==> src/rtl/caches_pkg.sv <==
// caches_pkg: shared types and constants for the cache/memory subsystem.
//   word_t      : 32-bit data/address word
//   arb_state_t : mem_arbiter grant state
//   BAD_DATA    : load value returned when the RAM watchdog fires
package caches_pkg;

  typedef logic [31:0] word_t;

  typedef enum logic [1:0] {
    IDLE,
    IACC,
    DACC
  } arb_state_t;

  localparam word_t BAD_DATA = 32'hBAD1_BAD1;

endpackage

==> src/rtl/mem_arbiter.sv <==
// mem_arbiter: arbitrates icache and dcache miss traffic onto one RAM port.
// Dcache bursts of BS words are held under a single grant; a starvation
// counter forces an icache grant after STARVE_MAX consecutive dcache grants
// while iREN is pending; a watchdog completes a hung access with BAD_DATA
// and raises the sticky err flag.
// Ports:
//   CLK, RST                 clock, async active-high reset
//   iREN, iaddr              icache read request / address
//   iwait, iload             icache stall / read data
//   dREN, dWEN, daddr, dstore dcache read/write request, address, write data
//   dwait, dload             dcache stall / read data
//   ram_ren, ram_wen         RAM strobes
//   ram_addr, ram_wdata      RAM address / write data
//   ram_rdata, ram_ready     RAM read data / per-word completion
//   err                      sticky watchdog flag
module mem_arbiter
  import caches_pkg::*;
#(
  parameter int ADDR_W     = 32,
  parameter int DATA_W     = 32,
  parameter int BS         = 2,
  parameter int STARVE_MAX = 4,
  parameter int TIMEOUT    = 255
) (
  input  logic              CLK,
  input  logic              RST,
  input  logic              iREN,
  input  logic [ADDR_W-1:0] iaddr,
  output logic              iwait,
  output logic [DATA_W-1:0] iload,
  input  logic              dREN,
  input  logic              dWEN,
  input  logic [ADDR_W-1:0] daddr,
  input  logic [DATA_W-1:0] dstore,
  output logic              dwait,
  output logic [DATA_W-1:0] dload,
  output logic              ram_ren,
  output logic              ram_wen,
  output logic [ADDR_W-1:0] ram_addr,
  output logic [DATA_W-1:0] ram_wdata,
  input  logic [DATA_W-1:0] ram_rdata,
  input  logic              ram_ready,
  output logic              err
);

  localparam int IS_W = $clog2(STARVE_MAX + 1);
  localparam int WC_W = $clog2(BS + 1);
  localparam int WD_W = $clog2(TIMEOUT + 1);

  localparam logic [IS_W-1:0] IS_MAX  = IS_W'(STARVE_MAX);
  localparam logic [WC_W-1:0] WC_LAST = WC_W'(BS - 1);
  localparam logic [WD_W-1:0] WD_TOP  = WD_W'(TIMEOUT);
  localparam logic [DATA_W-1:0] BAD   = DATA_W'(BAD_DATA);

  arb_state_t      state;
  logic [IS_W-1:0] istarve;
  logic [WC_W-1:0] wcnt;
  logic [WD_W-1:0] wdog;

  logic dreq;
  logic d_is_wr;
  logic wd_fire;

  assign dreq    = dREN | dWEN;
  assign d_is_wr = dWEN;
  assign wd_fire = (wdog == WD_TOP);

  // Outputs are combinational from the registered state so that completion
  // (wait low) lands in the same cycle as ram_ready. A requester dropping its
  // request masks the strobes immediately and suppresses any acknowledge.
  always_comb begin
    ram_ren   = 1'b0;
    ram_wen   = 1'b0;
    ram_addr  = '0;
    ram_wdata = '0;
    iwait     = 1'b1;
    dwait     = 1'b1;
    iload     = '0;
    dload     = '0;
    unique case (state)
      IACC: begin
        if (iREN) begin
          ram_ren  = 1'b1;
          ram_addr = iaddr;
          if (ram_ready) begin
            iwait = 1'b0;
            iload = ram_rdata;
          end else if (wd_fire) begin
            iwait = 1'b0;
            iload = BAD;
          end
        end
      end
      DACC: begin
        if (dreq) begin
          ram_wen   = d_is_wr;
          ram_ren   = dREN & ~d_is_wr;
          ram_addr  = daddr;
          ram_wdata = dstore;
          if (ram_ready) begin
            dwait = 1'b0;
            dload = d_is_wr ? '0 : ram_rdata;
          end else if (wd_fire) begin
            dwait = 1'b0;
            dload = BAD;
          end
        end
      end
      default: ;
    endcase
  end

  always_ff @(posedge CLK or posedge RST) begin
    if (RST) begin
      state   <= IDLE;
      istarve <= '0;
      wcnt    <= '0;
      wdog    <= '0;
      err     <= 1'b0;
    end else begin
      unique case (state)
        IDLE: begin
          wdog <= '0;
          wcnt <= '0;
          if (dreq && ((istarve < IS_MAX) || !iREN)) begin
            state <= DACC;
            if (iREN && (istarve != IS_MAX))
              istarve <= istarve + IS_W'(1);
          end else if (iREN) begin
            state   <= IACC;
            istarve <= '0;
          end
        end
        IACC: begin
          if (!iREN) begin
            state <= IDLE;
            wdog  <= '0;
          end else if (ram_ready) begin
            state <= IDLE;
            wdog  <= '0;
          end else if (wd_fire) begin
            err   <= 1'b1;
            state <= IDLE;
            wdog  <= '0;
          end else begin
            wdog <= wdog + WD_W'(1);
          end
        end
        DACC: begin
          if (!dreq) begin
            state <= IDLE;
            wcnt  <= '0;
            wdog  <= '0;
          end else if (ram_ready) begin
            wdog <= '0;
            if (wcnt == WC_LAST) begin
              wcnt  <= '0;
              state <= IDLE;
            end else begin
              wcnt <= wcnt + WC_W'(1);
            end
          end else if (wd_fire) begin
            err   <= 1'b1;
            state <= IDLE;
            wcnt  <= '0;
            wdog  <= '0;
          end else begin
            wdog <= wdog + WD_W'(1);
          end
        end
        default: state <= IDLE;
      endcase
    end
  end

endmodule
==> config.mk <==
export PLATFORM = sky130hd
export DESIGN_NAME = mem_arbiter
export DESIGN_NICKNAME = d
export VERILOG_FILES = /design/src/rtl/caches_pkg.sv /design/src/rtl/mem_arbiter.sv
export SDC_FILE = /design/constraint.sdc
export NUM_CORES = 1
export LEC_CHECK = 0
export CORE_AREA = 2 2 102 104
export DETAILED_ROUTE_END_ITERATION = 10
export DIE_AREA = 0 0 104 106
export PLACE_DENSITY_LB_ADDON = 0.3
export SLEW_MARGIN = 25
export SYNTH_ARGS = -nofsm -noshare
export SYNTH_HDL_FRONTEND = slang
export SYNTH_SLANG_ARGS = --single-unit
==> constraint.sdc <==
create_clock -name CLK -period 4.2 [get_ports CLK]
set_input_delay 1.05 -clock CLK [delete_from_list [all_inputs] [get_ports CLK]]
set_output_delay 1.05 -clock CLK [all_outputs]
set_load 0.01 [all_outputs]
==> out/results.ini, run 1 <==
[run_status]
status = finished, final reports clean

[placed_design]
gp_congestion = 0.799
io_buffer_count = 266
place_area_sq_mm = 0.00503
dp_hpwl_um = 8930
dp_slack_ps = 111

[die]
start_util_pct = 22.2
fp.dieH_um = 106
fp.dieW_um = 104
core_sq_mm = 0.0100
rows = 37
io_pins = 267
die_area_sq_mm = 0.0110

[setup_path]
critPathBufInv = 2
crit_fanout = 18
start_kind = primary input
path_class = in -> out
crit_family = buffers and inverters
timing.critical_path.mode_cell = clkdlybuf4s50_1
r2r_slack_ps = 2210
crit_slowest_cell = o21ai_2
cp-end-kind = output port
critical_path.cell_chain = clkdlybuf4s50_1 -> nor2b_1 -> o21ai_2 -> nor2_1 -> clkdlybuf4s50_1
max_stage_delay_ps = 610
cp.arrival_ps = 3020
crit_required_ps = 3150

[clock_tree]
worstSkewPairLatency_ps = 260
numCtsBuffers = 3
htree_levels = 1
cts_resized = 0
cts_tree = yes
holdBufCountCts = 0
numClockSinks = 16
cts.clk_slew.worst_paths_ps = 70
clockRootBuffer = clkbuf_8
clock_path_buffers = 2
cts_setup_buffers = 0

[yosys]
syn_inst = 328
synth.distinct_cells = 47
synth.ff_latch_count = 16
synth_warnings = 0
synth.area.top_cells = dfrtp_1 18%, nor2b_1 15%, nor2_1 13%
syn_area_per_cell_sq_um = 6.78
ys.flop_type = dfrtp_1
synth.yosys.seq_area_share_pct = 18.0
syn_nets = 470
syn-cell-area_sq_mm = 0.00222
async_flop_share_pct = 100
synth_edf_count = 0
synth_top_area_share_pct = 18.0
synth_largest_area_cell = dfrtp_1

[grt]
grt-ovfl-total = 0
grt_usage_pct = 17.8
grt_pass1_vias = 3153
grt_pass1_wl_um = 16100
antenna_found_initial = 0
grt_max_degree = 51

[detailed_routing]
drtPass1Iterations = 4
postRouteAntennaNets = 0
vias = 3228
wl_um = 10700
viasPerCell = 4.49
wl_per_cell_um = 14.9
drc_errors = 0
drt_iter0_markers = 130

[pwr]
totalPowerFinal_mw = 1.61
power_leakage_nw = 1.93
power_density_mw_per_mm2 = 316
vdd_ir_drop_max_uv = 181

[cells_and_area]
nFillCells = 943
fin_nets = 726
fin_area_sq_mm = 0.00508
areaGrowthSynthToFinish_pct = 128
drive_gt1_share_pct = 3.77
diodes = 0

[hold_path]
hp-class = reg -> reg

[timing]
setup_ws_ps = 129
tightest_slew_ps = 778
grt_setup_unrepaired = false
tns_ps = 0
setup_viol = 0
whs_ps = 506
maxSlewHeadroom_pct = 48.2
maxSlewViolCount = 0
hold_viol = 0
final.period_utilization_pct = 96.9
fin_skew_ps = 1.41
fmax_ghz = 0.246
period_needed_ps = 4070

[job]
cap_violations = 0

==> flip-flops by register name, indices dropped and copies added (netlist names) <==
name	count
wcnt	2
err	1
istarve	3
state	2
wdog	8
==> kinds of logic (layout without fill, tap and decap cells) <==
| logic type | after synthesis | count (layout) | synth area share (%) |
|---|---|---|---|
| AND/OR/NAND/NOR | 212 | 212 | 49.6 |
| AO/OA/AOI/OAI | 57 | 57 | 19.4 |
| buffers and inverters | 30 | 285 | 6.58 |
| flip-flops | 16 | 16 | 18.0 |
| adder cells (fa/ha/maj) | 8 | 8 | 4.50 |
| XOR/XNOR | 5 | 5 | 1.97 |
==> through the flow <==
step	util, %	instances
after floorplan	-	328
after global placement	50.3	715
after detailed placement	50.3	715
after CTS	50.8	719
after global routing	50.8	719
final	50.8	719
==> placed cells by master (no fill, tap or decap), types with 2 or more instances in the layout <==
cell / instances
nor2_1: 77
nand3_1: 3
a22oi_1: 33
a21o_1: 3
dfrtp_1: 16
xor2_1: 3
nor2b_1: 52
ha_1: 8
inv_1: 6
and2_1: 34
clkbuf_8: 4
clkdlybuf4s50_1: 266
o21ai_0: 6
nand2_1: 29
xnor2_1: 2
buf_4: 7
nand4b_1: 3
buf_12: 2
nor4_1: 2
a21boi_0: 2
==> metal layers <==
layer | track usage (%) | wire length (um)
met5 | 0 | 0
met1 | 20.2 | 4200
met2 | 34.3 | 5600
met4 | 2.99 | 143
met3 | 4.05 | 781
==> cell usage after synthesis (2+ instances only) <==
master,n
o21ai_0,6
clkbuf_2,2
a21boi_0,2
nand2_1,29
nand4b_1,3
buf_6,2
inv_1,6
nor2b_1,52
xor2_1,3
and2_1,34
a21o_1,3
ha_1,8
nor2_1,77
xnor2_1,2
nand3_1,3
buf_2,10
a22oi_1,33
nor4_1,2
dfrtp_1,16
clkbuf_1,8
==> power by group <==
part	total, mW	switching (mW)	leakage [nW]	internal, mW
clock network	0.142	0.0591	0.0288	0.0834
registers	0.211	0.0302	0.218	0.180
logic	1.25	0.551	1.68	0.701
==> layout make-up <==
cell class / instances / area, sq um / share of cell area, %
Clock buffer: 4 / 55.1 / 1.08
Sequential cell: 16 / 400 / 7.88
Inverter: 6 / 22.5 / 0.443
Tap cell: 136 / 170 / 3.35
Multi-Input combinational cell: 282 / 1680 / 33.0
Timing Repair Buffer: 275 / 2760 / 54.2
==> path summary, 6_finish.rpt <==
path / startpoint / end / depth (start not counted)
setup / recovery: ram_ready / dload[6] / 5
hold / removal: err / err / 1
setup reg to reg: state[0] / state[0] / 7
hold reg to reg: err / err / 1
max in group asynchronous: RST / wdog[1] / 2
min in group asynchronous: RST / istarve[2] / 2
No activity file was read; power rests on OpenSTA's default activity.
==> inputs of run 2 (changes only) <==
CELL_PAD_IN_SITES_DETAIL_PLACEMENT = 1   (was default)
CELL_PAD_IN_SITES_GLOBAL_PLACEMENT = 2   (was default)
CORE_AREA = default   (was 2 2 102 104)
CORE_MARGIN = 2   (was default)
CORE_UTILIZATION = 11   (was default)
DIE_AREA = default   (was 0 0 104 106)
clock period = 3.8 ns   (was 4.2 ns; I/O delays follow)
==> run 2 against run 1 <==
  * Global-route usage down 6.0 points
  * First-iteration DRC count is 38% lower
  * Sequential power up 10%
  * Clock-buffer cell count fell by 1
  * Flip-flop and latch count did not move
  * Largest power group unchanged
  * Highest routed layer unchanged
==> out/results.ini, run 2 (synthesis results as in run 1) <==
[cells_and_area]
areaGrowthSynthToFinish_pct = 141
fin_nets = 731
mostFrequentLayoutCells = 262 x clkdlybuf4s50_1, 77 x nor2_1, 52 x nor2b_1
largest_register_ffs = 8
diodes = 0
largestRegisters = wdog x8, istarve x3
top_register = wdog
nFillCells = 2424
layout_commonest_cell = clkdlybuf4s50_1
fin_area_sq_mm = 0.00537
drive_gt1_share_pct = 4.60
fin_util_pct = 26.8
final_cells = 857

[detailed_routing]
viasPerCell = 3.87
postRouteAntennaNets = 0
drt_iter0_markers = 81
drc_errors = 0
wl_per_cell_um = 15.5
vias = 3313
drtPass1Iterations = 4
wl_um = 13300

[die]
core_sq_mm = 0.0200
fp.dieH_um = 146
io_pins = 267
die_area_sq_mm = 0.0214
rows = 52
start_util_pct = 11.1
fp.dieW_um = 146

[timing]
fin_skew_ps = 0.885
tightest_slew_ps = 659
period_needed_ps = 3680
hold_viol = 0
maxSlewHeadroom_pct = 56.0
fmax_ghz = 0.272
grt_setup_unrepaired = false
final.period_utilization_pct = 96.7
tns_ps = 0
maxSlewViolCount = 0
setup_viol = 0

[placed_design]
gp_congestion = 0.746
io_buffer_count = 266
dp_hpwl_um = 10700
place_area_sq_mm = 0.00523
dpl.cell_count = 852

[grt]
grt_usage_pct = 11.8
antenna_found_initial = 0
grt-ovfl-total = 0
grt_pass1_wl_um = 20100
grt_pass1_vias = 3517
grt_max_degree = 34

[setup_path]
critPathBufInv = 3
cp-end-kind = output port
critical_path.cell_chain = clkdlybuf4s50_1 -> buf_4 -> o21bai_4 -> nand2_8 -> nor2_1 -> clkdlybuf4s50_1
timing.critical_path.mode_cell = clkdlybuf4s50_1
crit_family = buffers and inverters
cp.arrival_ps = 2730
crit_required_ps = 2850
path_class = in -> out
crit_slowest_cell = clkdlybuf4s50_1
crit_fanout = 19
start_kind = primary input
max_stage_delay_ps = 570

[clock_tree]
cts.clk_slew.worst_paths_ps = 50
holdBufCountCts = 0
numClockSinks = 16
worstSkewPairLatency_ps = 250
htree_levels = 1
cts_tree = yes
clock_path_buffers = 2
numCtsBuffers = 3
clockRootBuffer = clkbuf_16

[pwr]
power_density_mw_per_mm2 = 363
power_leakage_nw = 2.00
vdd_ir_drop_max_uv = 107

[hold_path]
hp-class = reg -> reg

[job]
cap_violations = 0

[run_status]
status = finished, final reports clean

## run 2: repair_timing
| action | CTS | global route |
|---|---|---|
| setup endpoints to repair | 37 | 44 |
| gates resized for setup | 5 | 4 |
| pin swaps | 1 | 1 |
| cloned | 1 | 0 |
| buffers inserted | 0 | 1 |
## run 2: layer usage
layer | up-vias | global-route usage [%] | wire [um]
met5 | - | 0 | 0
met4 | 0 | 3.74 | 314
met3 | 18 | 2.19 | 781
met2 | 135 | 22.5 | 7120
met1 | 1551 | 13.2 | 5080
li1 | 1609 | - | -
## run 2: report_power, final
group / switching, mW / total, mW / internal (mW)
Combinational: 0.677 / 1.51 / 0.829
Sequential: 0.0333 / 0.233 / 0.200
Clock: 0.0688 / 0.207 / 0.138
Total: 0.779 / 1.95 / 1.17
## run 2: worst paths after layout
| path | start | to | slack [ps] | cells past startpoint |
|---|---|---|---|---|
| worst max-delay path | ram_ready | iload[11] | 120 | 6 |
| worst min-delay path | err | err | 500 | 1 |
| worst max register to register | state[0] | wdog[6] | 1600 | 7 |
| worst min register to register | err | err | 500 | 1 |
| max in group asynchronous | RST | wdog[6] | 2280 | 2 |
| min in group asynchronous | RST | istarve[1] | 1100 | 2 |
## run 2: stage by stage
step / total power [mW] / worst slack, ps / hold WS (ps)
global route: 2.10 / 24.3 / 524
global placement: 1.68 / -17.0 / 494
floorplan: 0.939 / 1090 / 470
detailed placement: 1.70 / -94.9 / 506
finish: 1.95 / 124 / 501
CTS: 1.97 / 6.57 / 517
## run 2: cell type report
class | instances | area, sq um | area share [%]
repair buffers | 280 | 2830 | 52.7
multi-input cells | 282 | 1700 | 31.7
flip-flops and latches | 16 | 400 | 7.46
well taps | 270 | 338 | 6.30
clock buffers | 3 | 75.1 | 1.40
inverters | 6 | 22.5 | 0.420
